## src/rtl/x_uart_rx_framer.sv

```systemverilog
// UART receive framer: SOF A5, LEN, payload, XOR check.
// Buffers a checked frame and drains it over valid/ready.
module x_uart_rx_framer #(
  parameter int p_clk_hz        = 1000000,
  parameter int p_baud          = 9600,
  parameter int p_max_len       = 16,
  parameter int p_timeout_bytes = 4
) (
  input  logic       i_clk,
  input  logic       i_rst_n,
  input  logic       i_valid,
  input  logic [7:0] i_data,
  output logic       o_pkt_valid,
  input  logic       i_pkt_ready,
  output logic [7:0] o_pkt_data,
  output logic       o_pkt_last,
  output logic [7:0] o_pkt_len,
  output logic       o_err_crc,
  output logic       o_err_len,
  output logic       o_err_timeout,
  output logic       o_err_ovf
);

  localparam int IW = (p_max_len > 1) ? $clog2(p_max_len) : 1;
  localparam int T  = p_timeout_bytes * 10 * (p_clk_hz / p_baud);
  localparam int TW = (T > 1) ? $clog2(T) : 1;
  localparam logic [TW-1:0] T1   = TW'(T - 1);
  localparam logic [7:0]    MAXL = 8'(p_max_len);
  localparam logic [7:0]    SOF  = 8'hA5;

  typedef enum logic [2:0] {
    S_IDLE,
    S_LEN,
    S_PAYLOAD,
    S_CHK,
    S_DRAIN
  } state_t;

  state_t        r_state;
  state_t        w_state_nx;
  logic [7:0]    r_cnt;
  logic [7:0]    w_cnt_nx;
  logic [7:0]    r_xor;
  logic [7:0]    w_xor_nx;
  logic [7:0]    r_len;
  logic [7:0]    w_len_nx;
  logic [TW-1:0] r_tmo;
  logic [TW-1:0] w_tmo_nx;
  logic          w_tmo_hit;
  logic          w_wr;
  logic          r_err_crc;
  logic          r_err_len;
  logic          r_err_tmo;
  logic          r_err_ovf;
  logic          w_err_crc;
  logic          w_err_len;
  logic          w_err_tmo;
  logic          w_err_ovf;
  logic [7:0]    r_buf [p_max_len];

  // State, counters, checksum and registered error pulses
  always_ff @(posedge i_clk or negedge i_rst_n) begin
    if (!i_rst_n) begin
      r_state   <= S_IDLE;
      r_cnt     <= '0;
      r_xor     <= '0;
      r_len     <= '0;
      r_tmo     <= '0;
      r_err_crc <= 1'b0;
      r_err_len <= 1'b0;
      r_err_tmo <= 1'b0;
      r_err_ovf <= 1'b0;
    end else begin
      r_state   <= w_state_nx;
      r_cnt     <= w_cnt_nx;
      r_xor     <= w_xor_nx;
      r_len     <= w_len_nx;
      r_tmo     <= w_tmo_nx;
      r_err_crc <= w_err_crc;
      r_err_len <= w_err_len;
      r_err_tmo <= w_err_tmo;
      r_err_ovf <= w_err_ovf;
    end
  end

  // Payload buffer, written in PAYLOAD; contents need no reset
  always_ff @(posedge i_clk) begin
    if (w_wr) begin
      r_buf[r_cnt[IW-1:0]] <= i_data;
    end
  end

  // Next-state, counter and error decode; a byte beats a timeout
  always_comb begin
    w_state_nx = r_state;
    w_cnt_nx   = r_cnt;
    w_xor_nx   = r_xor;
    w_len_nx   = r_len;
    w_tmo_nx   = '0;
    w_wr       = 1'b0;
    w_err_crc  = 1'b0;
    w_err_len  = 1'b0;
    w_err_tmo  = 1'b0;
    w_err_ovf  = 1'b0;
    w_tmo_hit  = (r_tmo == T1);
    unique case (r_state)
      S_IDLE: begin
        if (i_valid && i_data == SOF) begin
          w_state_nx = S_LEN;
        end
      end
      S_LEN: begin
        if (i_valid) begin
          if (i_data == 8'd0 || i_data > MAXL) begin
            w_err_len  = 1'b1;
            w_state_nx = S_IDLE;
          end else begin
            w_len_nx   = i_data;
            w_xor_nx   = i_data;
            w_cnt_nx   = '0;
            w_state_nx = S_PAYLOAD;
          end
        end else if (w_tmo_hit) begin
          w_err_tmo  = 1'b1;
          w_state_nx = S_IDLE;
        end else begin
          w_tmo_nx = r_tmo + 1'b1;
        end
      end
      S_PAYLOAD: begin
        if (i_valid) begin
          w_wr     = (r_cnt < MAXL);
          w_xor_nx = r_xor ^ i_data;
          if (r_cnt < MAXL) begin
            w_cnt_nx = r_cnt + 8'd1;
          end
          if (r_cnt + 8'd1 >= r_len) begin
            w_state_nx = S_CHK;
          end
        end else if (w_tmo_hit) begin
          w_err_tmo  = 1'b1;
          w_state_nx = S_IDLE;
        end else begin
          w_tmo_nx = r_tmo + 1'b1;
        end
      end
      S_CHK: begin
        if (i_valid) begin
          if (i_data == r_xor) begin
            w_cnt_nx   = '0;
            w_state_nx = S_DRAIN;
          end else begin
            w_err_crc  = 1'b1;
            w_state_nx = S_IDLE;
          end
        end else if (w_tmo_hit) begin
          w_err_tmo  = 1'b1;
          w_state_nx = S_IDLE;
        end else begin
          w_tmo_nx = r_tmo + 1'b1;
        end
      end
      S_DRAIN: begin
        w_err_ovf = i_valid;
        if (i_pkt_ready) begin
          if (r_cnt + 8'd1 >= r_len) begin
            w_cnt_nx   = '0;
            w_state_nx = S_IDLE;
          end else begin
            w_cnt_nx = r_cnt + 8'd1;
          end
        end
      end
      default: begin
        w_state_nx = S_IDLE;
      end
    endcase
  end

  assign o_pkt_valid   = (r_state == S_DRAIN);
  assign o_pkt_data    = o_pkt_valid ? r_buf[r_cnt[IW-1:0]] : 8'h00;
  assign o_pkt_last    = o_pkt_valid && (r_cnt + 8'd1 == r_len);
  assign o_pkt_len     = r_len;
  assign o_err_crc     = r_err_crc;
  assign o_err_len     = r_err_len;
  assign o_err_timeout = r_err_tmo;
  assign o_err_ovf     = r_err_ovf;

endmodule

```

## config.mk

```make
export PLATFORM = sky130hd
export DESIGN_NAME = x_uart_rx_framer
export DESIGN_NICKNAME = d
export VERILOG_FILES = /design/src/rtl/x_uart_rx_framer.sv
export SDC_FILE = /design/constraint.sdc
export NUM_CORES = 1
export LEC_CHECK = 0
export ABC_CLOCK_PERIOD_IN_PS = 5700
export CORE_MARGIN = 4
export CORE_UTILIZATION = 50
export CTS_CLUSTER_SIZE = 12
export DETAILED_ROUTE_END_ITERATION = 7
export GPL_TIMING_DRIVEN = 1
export PLACE_DENSITY = 0.7
export SYNTH_ARGS = -nofsm -noshare
export SYNTH_HDL_FRONTEND = slang
export SYNTH_SLANG_ARGS = --single-unit
```

## constraint.sdc

```tcl
create_clock -name i_clk -period 5.7 [get_ports i_clk]
set_clock_uncertainty 0.2 [all_clocks]
set_input_delay 0.855 -clock i_clk [delete_from_list [all_inputs] [get_ports i_clk]]
set_output_delay 0.855 -clock i_clk [all_outputs]
set_load 0.005 [all_outputs]
```

==> impl_metrics.env, run 1 <==
export IMPL_row_count=44
export IMPL_slew_headroom_pct=26.3
export IMPL_max_clock_path_buffers=2
export IMPL_slew_violations=0
export IMPL_rsz0062_at_grt="no"
export IMPL_die_height_um=131
export IMPL_grt_pass1_vias=4249
export IMPL_synth_seq_cells=172
export IMPL_worstSetupPathType="reg -> out"
export IMPL_regArea_mm2=0.00495
export IMPL_yosys_warnings=0
export IMPL_initial_core_util_pct=51.4
export IMPL_report_final_setup_viol=0
export IMPL_grt_pass1_wl_mm=24.6
export IMPL_syn_num_nets=507
export IMPL_fin_cells=712
export IMPL_synth_edf_count=128
export IMPL_synthFlopType="edfxtp_1"
export IMPL_synthDistinctLibCells=51
export IMPL_worstPathArrival_ns=3.47
export IMPL_layout_min_cycle_time_ns=4.53
export IMPL_grt_usage_pct=19.8
export IMPL_areaGrowthSynthToFinish_pct=14.8
export IMPL_ctsResizeCount=0
export IMPL_met2_usage_pct=32.0
export IMPL_via_per_inst=5.99
export IMPL_drive_above_1_share_pct=18.0
export IMPL_power_frac_comb_pct=21.5
export IMPL_maxCapViolCount=0
export IMPL_cts_tree="done"
export IMPL_fin_setup_tns_ns=0
export IMPL_post_cts_buffers=0
export IMPL_clk_latency_ns=0.43
export IMPL_multi_input_area_mm2=0.00241
export IMPL_crit_path_end_kind="output pin"
export IMPL_p_clk_share_pct=34.3
export IMPL_power_leakage_nw=2.99
export IMPL_cts_max_level=4
export IMPL_cpPeakStageDelay_ns=1.01
export IMPL_p_sw_share_pct=27.5
export IMPL_use_met1_pct=26.0
export IMPL_syn_area_per_cell_um2=15.6
export IMPL_wire_per_inst_um=21.9
export IMPL_io_pins=34
export IMPL_busiest_layer="met2"
export IMPL_synthCells=482
export IMPL_holdCritPathClass="reg -> reg"
export IMPL_grt_max_degree=45
export IMPL_slowest_stage="dfrtp_1"
export IMPL_worstPathMaxFanout=18
export IMPL_synth_async_reset_ratio_pct=25.6
export IMPL_cts_made_buffers=17
export IMPL_core_area_mm2=0.0146
export IMPL_yosysSeqAreaShare_pct=65.7
export IMPL_cts_root_buf="clkbuf_16"
export IMPL_drt_pass1_iterations=4
export IMPL_cts_sinks=172
export IMPL_final_common_cell="edfxtp_1"
export IMPL_drtIter0Drc=312
export IMPL_power_density_mw_per_mm2=410
export IMPL_met3_usage_pct=5.85
export IMPL_max_freq_ghz=0.221
export IMPL_dp_cells=681
export IMPL_hold_buffers=0
export IMPL_worstPathRequired_ns=4.64
export IMPL_vias=4266
export IMPL_critPathLaunchType="register"
export IMPL_final_period_utilization_pct=79.5
export IMPL_cts_clk_slew_worst_paths_ns=0.06
export IMPL_globalRouteOverflowTotal=0
export IMPL_place_congestion=0.875
export IMPL_dp_hpwl_mm=10.1
export IMPL_io_buffers=33
export IMPL_synth_area_mm2=0.00753
export IMPL_die_w_um=131
export IMPL_postRouteAntennaNets=0
export IMPL_fillers=1090
export IMPL_ir_worst_vdd_mv=0.228
export IMPL_mostFrequentLayoutCells="edfxtp_1, dfrtp_1, mux4_2"
export IMPL_diodes=0
export IMPL_internal_power_mw=2.57
export IMPL_switching_power_mw=0.976
export IMPL_wirelength_mm=15.6
export IMPL_finalHoldViolCount=0
export IMPL_worst_pin_slew_ns=1.10
export IMPL_drc_errors=0
export IMPL_status="finished clean"
export IMPL_antenna_found_initial=0
export IMPL_fp_dieArea_mm2=0.0171
export IMPL_seq_power_share_pct=44.2
export IMPL_fin_nets=541
export IMPL_path_cells="and3_1 -> nand3_1 -> nor2_1 -> xnor2_1 -> inv_1 -> ha_1 -> nand4_1 -> nor3_1 -> clkdlybuf4s50_1"
## area by class of cell
| class | instances | area share (%) |
|---|---|---|
| timing repair buffer | 38 | 4.20 |
| clock inverter | 14 | 2.26 |
| multi-input combinational | 267 | 27.9 |
| inverter | 20 | 0.869 |
| clock buffer | 17 | 4.92 |
| tap | 184 | 2.66 |
| sequential | 172 | 57.2 |
## critical path, delay by kind of cell (launching register included)
family	cells	cell delay, ns
simple gates	5	0.97
xor+xnor	1	0.16
flops	1	1.01
fa+ha+maj	1	0.31
buf+inv	2	0.60
## per-stage QoR
step | setup WS (ns) | cell area [um^2] | util [%] | hold WS [ns] | power (mW)
6_report | 1.17 | 8640 | 59.0 | 0.324 | 3.54
5_1_grt | 0.932 | 8640 | 59.0 | 0.346 | 3.71
4_1_cts | 1.13 | 8640 | 59.0 | 0.322 | 3.57
3_5_place_dp | 1.60 | 8020 | 54.8 | 0.310 | 2.36
3_3_place_gp | 1.70 | 8020 | 54.8 | 0.302 | 2.33
2_1_floorplan | 2.51 | 7530 | - | 0.269 | 2.14
## routing by layer
| layer | share of wire [%] | wire length [um] |
|---|---|---|
| met2 | 51 | 7880 |
| met4 | 2.0 | 314 |
| met1 | 42 | 6560 |
| met3 | 5.3 | 832 |
| met5 | 0 | 0 |
## final timing paths
| path | start | to | slack, ns | cells after the start |
|---|---|---|---|---|
| setup reg to reg | r_cnt[2] | r_cnt[2] | 1.73 | 11 |
| hold reg to reg | r_tmo[0] | r_tmo[0] | 0.32 | 1 |
| max in group asynchronous | i_rst_n | r_cnt[0] | 4.24 | 1 |
| hold / removal | r_tmo[0] | r_tmo[0] | 0.32 | 1 |
| min in group asynchronous | i_rst_n | r_cnt[3] | 0.39 | 1 |
| setup / recovery | r_cnt[2] | o_pkt_last | 1.17 | 9 |
## power by group through the flow
stage | clock network, mW | registers (mW) | logic [mW]
after floorplan | 0 | 1.49 | 0.648
after global placement | 0 | 1.59 | 0.744
after detailed placement | 0 | 1.59 | 0.765
after CTS | 1.23 | 1.57 | 0.770
after global routing | 1.29 | 1.58 | 0.837
final | 1.21 | 1.57 | 0.763
## synthesized netlist by cell type (all sizes together) (4+ instances only)
cell    count  area, um^2
edfxtp    128        3840
dfrtp      44        1100
mux4       40         901
nor2       31         116
nand2      23        86.3
inv        20        75.1
a21oi      19        95.1
o21ai      16        80.1
nand3      15        75.1
clkbuf     13        50.0
ha         13         163
and2       12        78.8
xnor2      11        96.3
buf        10        71.3
nand2b      9        56.3
nand4       9        56.3
nor3        9        45.0
xor2        9        78.8
and3        7        45.1
mux2        6        86.3
nor4        4        31.3
## cells by family (layout without fill, tap and decap cells)
group | Yosys count | count (layout) | share of synthesized area (%)
DFF | 172 | 172 | 65.7
and+or+nand+nor | 131 | 131 | 9.06
AOI/OAI and AO/OA | 55 | 55 | 4.79
muxes | 48 | 48 | 13.4
buffers and inverters | 43 | 89 | 2.61
xor gates and xnor gates | 20 | 20 | 2.33
adders and majority gates | 13 | 13 | 2.16
## registers in the layout, indices dropped and copies added (netlist names)
register,count
o_pkt_len,8
r_buf,128
r_tmo,13
o_err_timeout,1
o_err_ovf,1
o_err_crc,1
o_err_len,1
r_cnt,8
r_state,3
r_xor,8
Note: power is estimated with default switching activity, not from simulation.
==> inputs of run 2 (changes only) <==
- ABC_CLOCK_PERIOD_IN_PS: 5700 -> 4700
- clock period: 5.7 -> 4.7 ns (I/O delays scaled with it)
==> run 2 against run 1 <==
Via count down 1.1%. Critical path type unchanged. Highest routed layer unchanged. Critical endpoint unchanged. Combinational power up 28%. Worst setup slack worse by 0.67 ns.
==> impl_metrics.env, run 2 (synthesis gave the netlist of run 1 again) <==
export IMPL_ctsResizeCount=0
export IMPL_placed_cell_area_mm2=0.00808
export IMPL_power_leakage_nw=2.99
export IMPL_cts_root_buf="clkbuf_16"
export IMPL_drtIter0Drc=436
export IMPL_slew_headroom_pct=34.7
export IMPL_globalRouteOverflowTotal=0
export IMPL_cts_sinks=172
export IMPL_power_frac_comb_pct=23.4
export IMPL_worstPathArrival_ns=3.30
export IMPL_via_per_inst=5.86
export IMPL_worstRegToRegCells=11
export IMPL_p_sw_share_pct=28.7
export IMPL_core_area_mm2=0.0146
export IMPL_switching_power_mw=1.20
export IMPL_timing_critical_path_max_delay_family="simple AND/OR/NAND/NOR gates"
export IMPL_clk_latency_ns=0.43
export IMPL_cts_max_level=4
export IMPL_fin_nets=548
export IMPL_grt_pass1_vias=4315
export IMPL_max_freq_ghz=0.238
export IMPL_place_congestion=0.824
export IMPL_mostFrequentLayoutCells="edfxtp_1, dfrtp_1, mux4_2"
export IMPL_wirelength_mm=15.3
export IMPL_post_cts_buffers=0
export IMPL_worstPathRequired_ns=3.80
export IMPL_hold_ws_ns=0.234
export IMPL_wire_per_inst_um=21.2
export IMPL_worst_path_buf_inv=2
export IMPL_path_cells="and3_1 -> nand3_1 -> nor2_1 -> xnor2_1 -> inv_1 -> ha_1 -> nand4_1 -> nor3_1 -> clkdlybuf4s50_1"
export IMPL_areaGrowthSynthToFinish_pct=14.8
export IMPL_slew_violations=0
export IMPL_worst_pin_slew_ns=0.979
export IMPL_power_density_mw_per_mm2=484
export IMPL_holdCritPathClass="in -> async"
export IMPL_final_common_cell="edfxtp_1"
export IMPL_dp_hpwl_mm=10.1
export IMPL_io_buffers=33
export IMPL_report_final_setup_viol=0
export IMPL_drt_pass1_iterations=7
export IMPL_postRouteAntennaNets=0
export IMPL_ir_worst_vdd_mv=0.264
export IMPL_p_clk_share_pct=31.8
export IMPL_finalHoldViolCount=0
export IMPL_rsz0062_at_grt="no"
export IMPL_worstSetupPathType="reg -> out"
export IMPL_crit_cells=9
export IMPL_vias=4219
export IMPL_row_count=44
export IMPL_layout_min_cycle_time_ns=4.20
export IMPL_grt_pass1_wl_mm=24.3
export IMPL_dp_cells=688
export IMPL_initial_core_util_pct=51.4
export IMPL_slowest_stage="dfrtp_1"
export IMPL_fin_setup_tns_ns=0
export IMPL_grt_usage_pct=19.5
export IMPL_antenna_found_initial=0
export IMPL_worstPathMaxFanout=18
export IMPL_fin_cells=720
export IMPL_crit_path_end_kind="output pin"
export IMPL_cpPeakStageDelay_ns=0.84
export IMPL_io_pins=34
export IMPL_die_height_um=131
export IMPL_maxCapViolCount=0
export IMPL_die_w_um=131
export IMPL_diodes=0
export IMPL_fp_dieArea_mm2=0.0171
export IMPL_seq_power_share_pct=44.8
export IMPL_critPathLaunchType="register"
export IMPL_drive_above_1_share_pct=17.9
export IMPL_largest_reg_flops=128
export IMPL_internal_power_mw=2.98
export IMPL_cts_clk_slew_worst_paths_ns=0.06
export IMPL_drc_errors=0
export IMPL_cts_tree="done"
export IMPL_final_period_utilization_pct=89.4
export IMPL_stdcell_area_mm2=0.00864
export IMPL_cts_made_buffers=17
export IMPL_status="finished clean"
export IMPL_max_clock_path_buffers=2
export IMPL_hold_buffers=0
export IMPL_grt_max_degree=45
run 2: changes by cell type in the layout (fill, tap and decap cells not counted), sizes merged:
cell	delta
inv	+4
buf	+7
bufinv	-3
clkinvlp	-1
clkinv	+1
run 2: worst paths after layout:
| path | from | endpoint | slack, ns |
|---|---|---|---|
| max | r_cnt[2] | o_pkt_last | 0.50 |
| min in group i_clk | r_tmo[0] | r_tmo[0] | 0.31 |
| min reg2reg | r_tmo[0] | r_tmo[0] | 0.31 |
| max in group asynchronous | i_rst_n | r_cnt[0] | 3.40 |
| min | i_rst_n | o_pkt_len[6] | 0.23 |
| max reg2reg | r_cnt[2] | r_cnt[4] | 1.02 |
run 2: final cells by class:
class / count / area (um^2)
Clock inverter: 15 / 136
Sequential cell: 172 / 4950
Multi-Input combinational cell: 267 / 2390
Fill cell: 1097 / 6000
Clock buffer: 17 / 425
Inverter: 20 / 75.1
Timing Repair Buffer: 45 / 440
Tap cell: 184 / 230
run 2: power groups by stage:
stage | clock network [mW] | logic, mW | registers [mW]
floorplan | 0 | 0.786 | 1.81
global placement | 0 | 0.972 | 1.90
detailed placement | 0 | 0.984 | 1.90
CTS | 1.35 | 0.994 | 1.87
global route | 1.41 | 1.08 | 1.89
finish | 1.33 | 0.979 | 1.87
run 2: routing by layer:
metal | global-route usage [%] | vias to the layer above | share of wire (%)
met5 | 0 | - | 0
met4 | 5.81 | 0 | 1.3
met3 | 4.51 | 14 | 5.1
met2 | 30.2 | 95 | 49
met1 | 27.9 | 2167 | 44
li1 | - | 1943 | -
run 2: metrics by stage:
stage	utilization (%)	power [mW]	setup WS, ns
floorplan	-	2.60	1.51
global placement	55.2	2.87	1.01
detailed placement	55.2	2.89	0.939
CTS	59.0	4.22	0.452
global route	59.0	4.39	0.145
finish	59.0	4.18	0.500
==> inputs of run 3 (changes only) <==
- CORE_UTILIZATION: 50 -> 60
- PLACE_DENSITY: 0.7 -> 0.81
==> run 3 against run 2 <==
Register-to-register slack worse by 0.14 ns. Maximum frequency is 0.50% lower. Count of clock-buffer cells in the layout is 1 higher. Power grew 1.1%.
==> impl_metrics.env, run 3 (synthesis gave the netlist of run 1 again) <==
export IMPL_status="finished clean"
export IMPL_critPathLaunchType="register"
export IMPL_areaGrowthSynthToFinish_pct=14.8
export IMPL_maxCapViolCount=0
export IMPL_m1WireLength_mm=6.69
export IMPL_die_height_um=120
export IMPL_dr_max_layer_used="met4"
export IMPL_globalRouteOverflowTotal=0
export IMPL_fp_dieArea_mm2=0.0144
export IMPL_placed_cell_area_mm2=0.00806
export IMPL_final_period_utilization_pct=89.8
export IMPL_worst_pin_slew_ns=0.983
export IMPL_stdcell_area_mm2=0.00864
export IMPL_wl_met2_mm=8.03
export IMPL_diodes=0
export IMPL_slew_headroom_pct=34.5
export IMPL_cpPeakStageDelay_ns=0.86
export IMPL_drtIter0Drc=576
export IMPL_vias=4378
export IMPL_grt_pass1_vias=4479
export IMPL_via_per_inst=6.20
export IMPL_crit_path_end_kind="output pin"
export IMPL_initial_core_util_pct=61.9
export IMPL_io_buffers=33
export IMPL_worstPathRequired_ns=3.80
export IMPL_wire_per_inst_um=22.7
export IMPL_cts_max_level=4
export IMPL_pre_cts_ws_ns=0.934
export IMPL_holdCritPathClass="in -> async"
export IMPL_path_cells="and3_1 -> nand3_1 -> nor2_1 -> xnor2_1 -> inv_1 -> ha_1 -> nand4_1 -> nor3_1 -> clkdlybuf4s50_1"
export IMPL_drc_errors=0
export IMPL_post_cts_buffers=0
export IMPL_ir_worst_vdd_mv=0.253
export IMPL_grt_pass1_wl_mm=25.4
export IMPL_rsz0062_at_grt="no"
export IMPL_fin_nets=550
export IMPL_clk_latency_ns=0.43
export IMPL_grt_usage_pct=24.0
export IMPL_worstPathArrival_ns=3.32
export IMPL_final_common_cell="edfxtp_1"
export IMPL_cts_tree="done"
export IMPL_max_freq_ghz=0.237
export IMPL_fin_setup_tns_ns=0
export IMPL_place_congestion=0.849
export IMPL_antenna_found_initial=0
export IMPL_report_final_setup_viol=0
export IMPL_cts_sinks=172
export IMPL_core_area_mm2=0.0122
export IMPL_cts_made_buffers=17
export IMPL_slowest_stage="dfrtp_1"
export IMPL_largest_reg_flops=128
export IMPL_finalHoldViolCount=0
export IMPL_max_clock_path_buffers=2
export IMPL_power_density_mw_per_mm2=489
export IMPL_fin_ws_ns=0.479
export IMPL_dp_hpwl_mm=10.2
export IMPL_ctsResizeCount=0
export IMPL_dr_wl_met3_mm=1.04
export IMPL_power_leakage_nw=2.98
export IMPL_drt_pass1_iterations=5
export IMPL_worstSetupPathType="reg -> out"
export IMPL_postRouteAntennaNets=0
export IMPL_power_mw=4.23
export IMPL_cts_root_buf="clkbuf_16"
export IMPL_row_count=40
export IMPL_hold_buffers=0
export IMPL_worstPathMaxFanout=18
export IMPL_grt_max_degree=45
export IMPL_cts_clk_slew_worst_paths_ns=0.06
export IMPL_wirelength_mm=16.0
export IMPL_slew_violations=0
export IMPL_io_pins=34
export IMPL_drive_above_1_share_pct=18.4
export IMPL_mostFrequentLayoutCells="edfxtp_1, dfrtp_1, mux4_2"
export IMPL_layout_min_cycle_time_ns=4.22
export IMPL_die_w_um=120
run 3: path summary, 6_finish.rpt:
check                         start          to  slack, ns  depth (start not counted)
min reg2reg                r_tmo[0]    r_tmo[0]       0.31                          1
max                        r_cnt[2]  o_pkt_last       0.48                          9
min in group i_clk         r_tmo[0]    r_tmo[0]       0.31                          1
max in group asynchronous   i_rst_n    r_cnt[0]       3.39                          1
max reg2reg                r_cnt[2]    r_cnt[5]       0.88                         11
min                         i_rst_n    r_tmo[3]       0.24                          1
run 3: report_power, final:
part	internal, mW	switching, mW	leakage [nW]
Combinational	0.520	0.480	0.994
Sequential	1.72	0.144	1.74
Clock	0.780	0.584	0.250
run 3: through the flow:
step	utilization (%)	hold WS (ns)	std cells
3_5_place_dp	66.3	0.306	674
3_3_place_gp	66.3	0.291	674
4_1_cts	71.0	0.264	706
6_report	71.0	0.241	706
5_1_grt	71.0	0.317	706
2_1_floorplan	-	0.209	482
run 3: layer usage:
layer | GRT usage [%] | vias to the layer above
met4 | 7.87 | 0
met3 | 5.04 | 22
li1 | - | 1943
met2 | 38.5 | 174
met1 | 33.3 | 2239
met5 | 0 | -
run 3: area by class of cell:
type                            instances  area [um^2]
Clock buffer                           18          429
Clock inverter                         14          149
Fill cell                             745         3520
Inverter                               20         75.1
Multi-Input combinational cell        267         2390
Sequential cell                       172         4950
Tap cell                              168          210
Timing Repair Buffer                   47          443
run 3: worst max-delay path: cells and delay by family, from the launching register on:
family        cells  cell delay (ns)
simple gates      5             0.93
xor+xnor          1             0.18
buf+inv           2             0.61
fa+ha+maj         1             0.32
flops             1             0.86
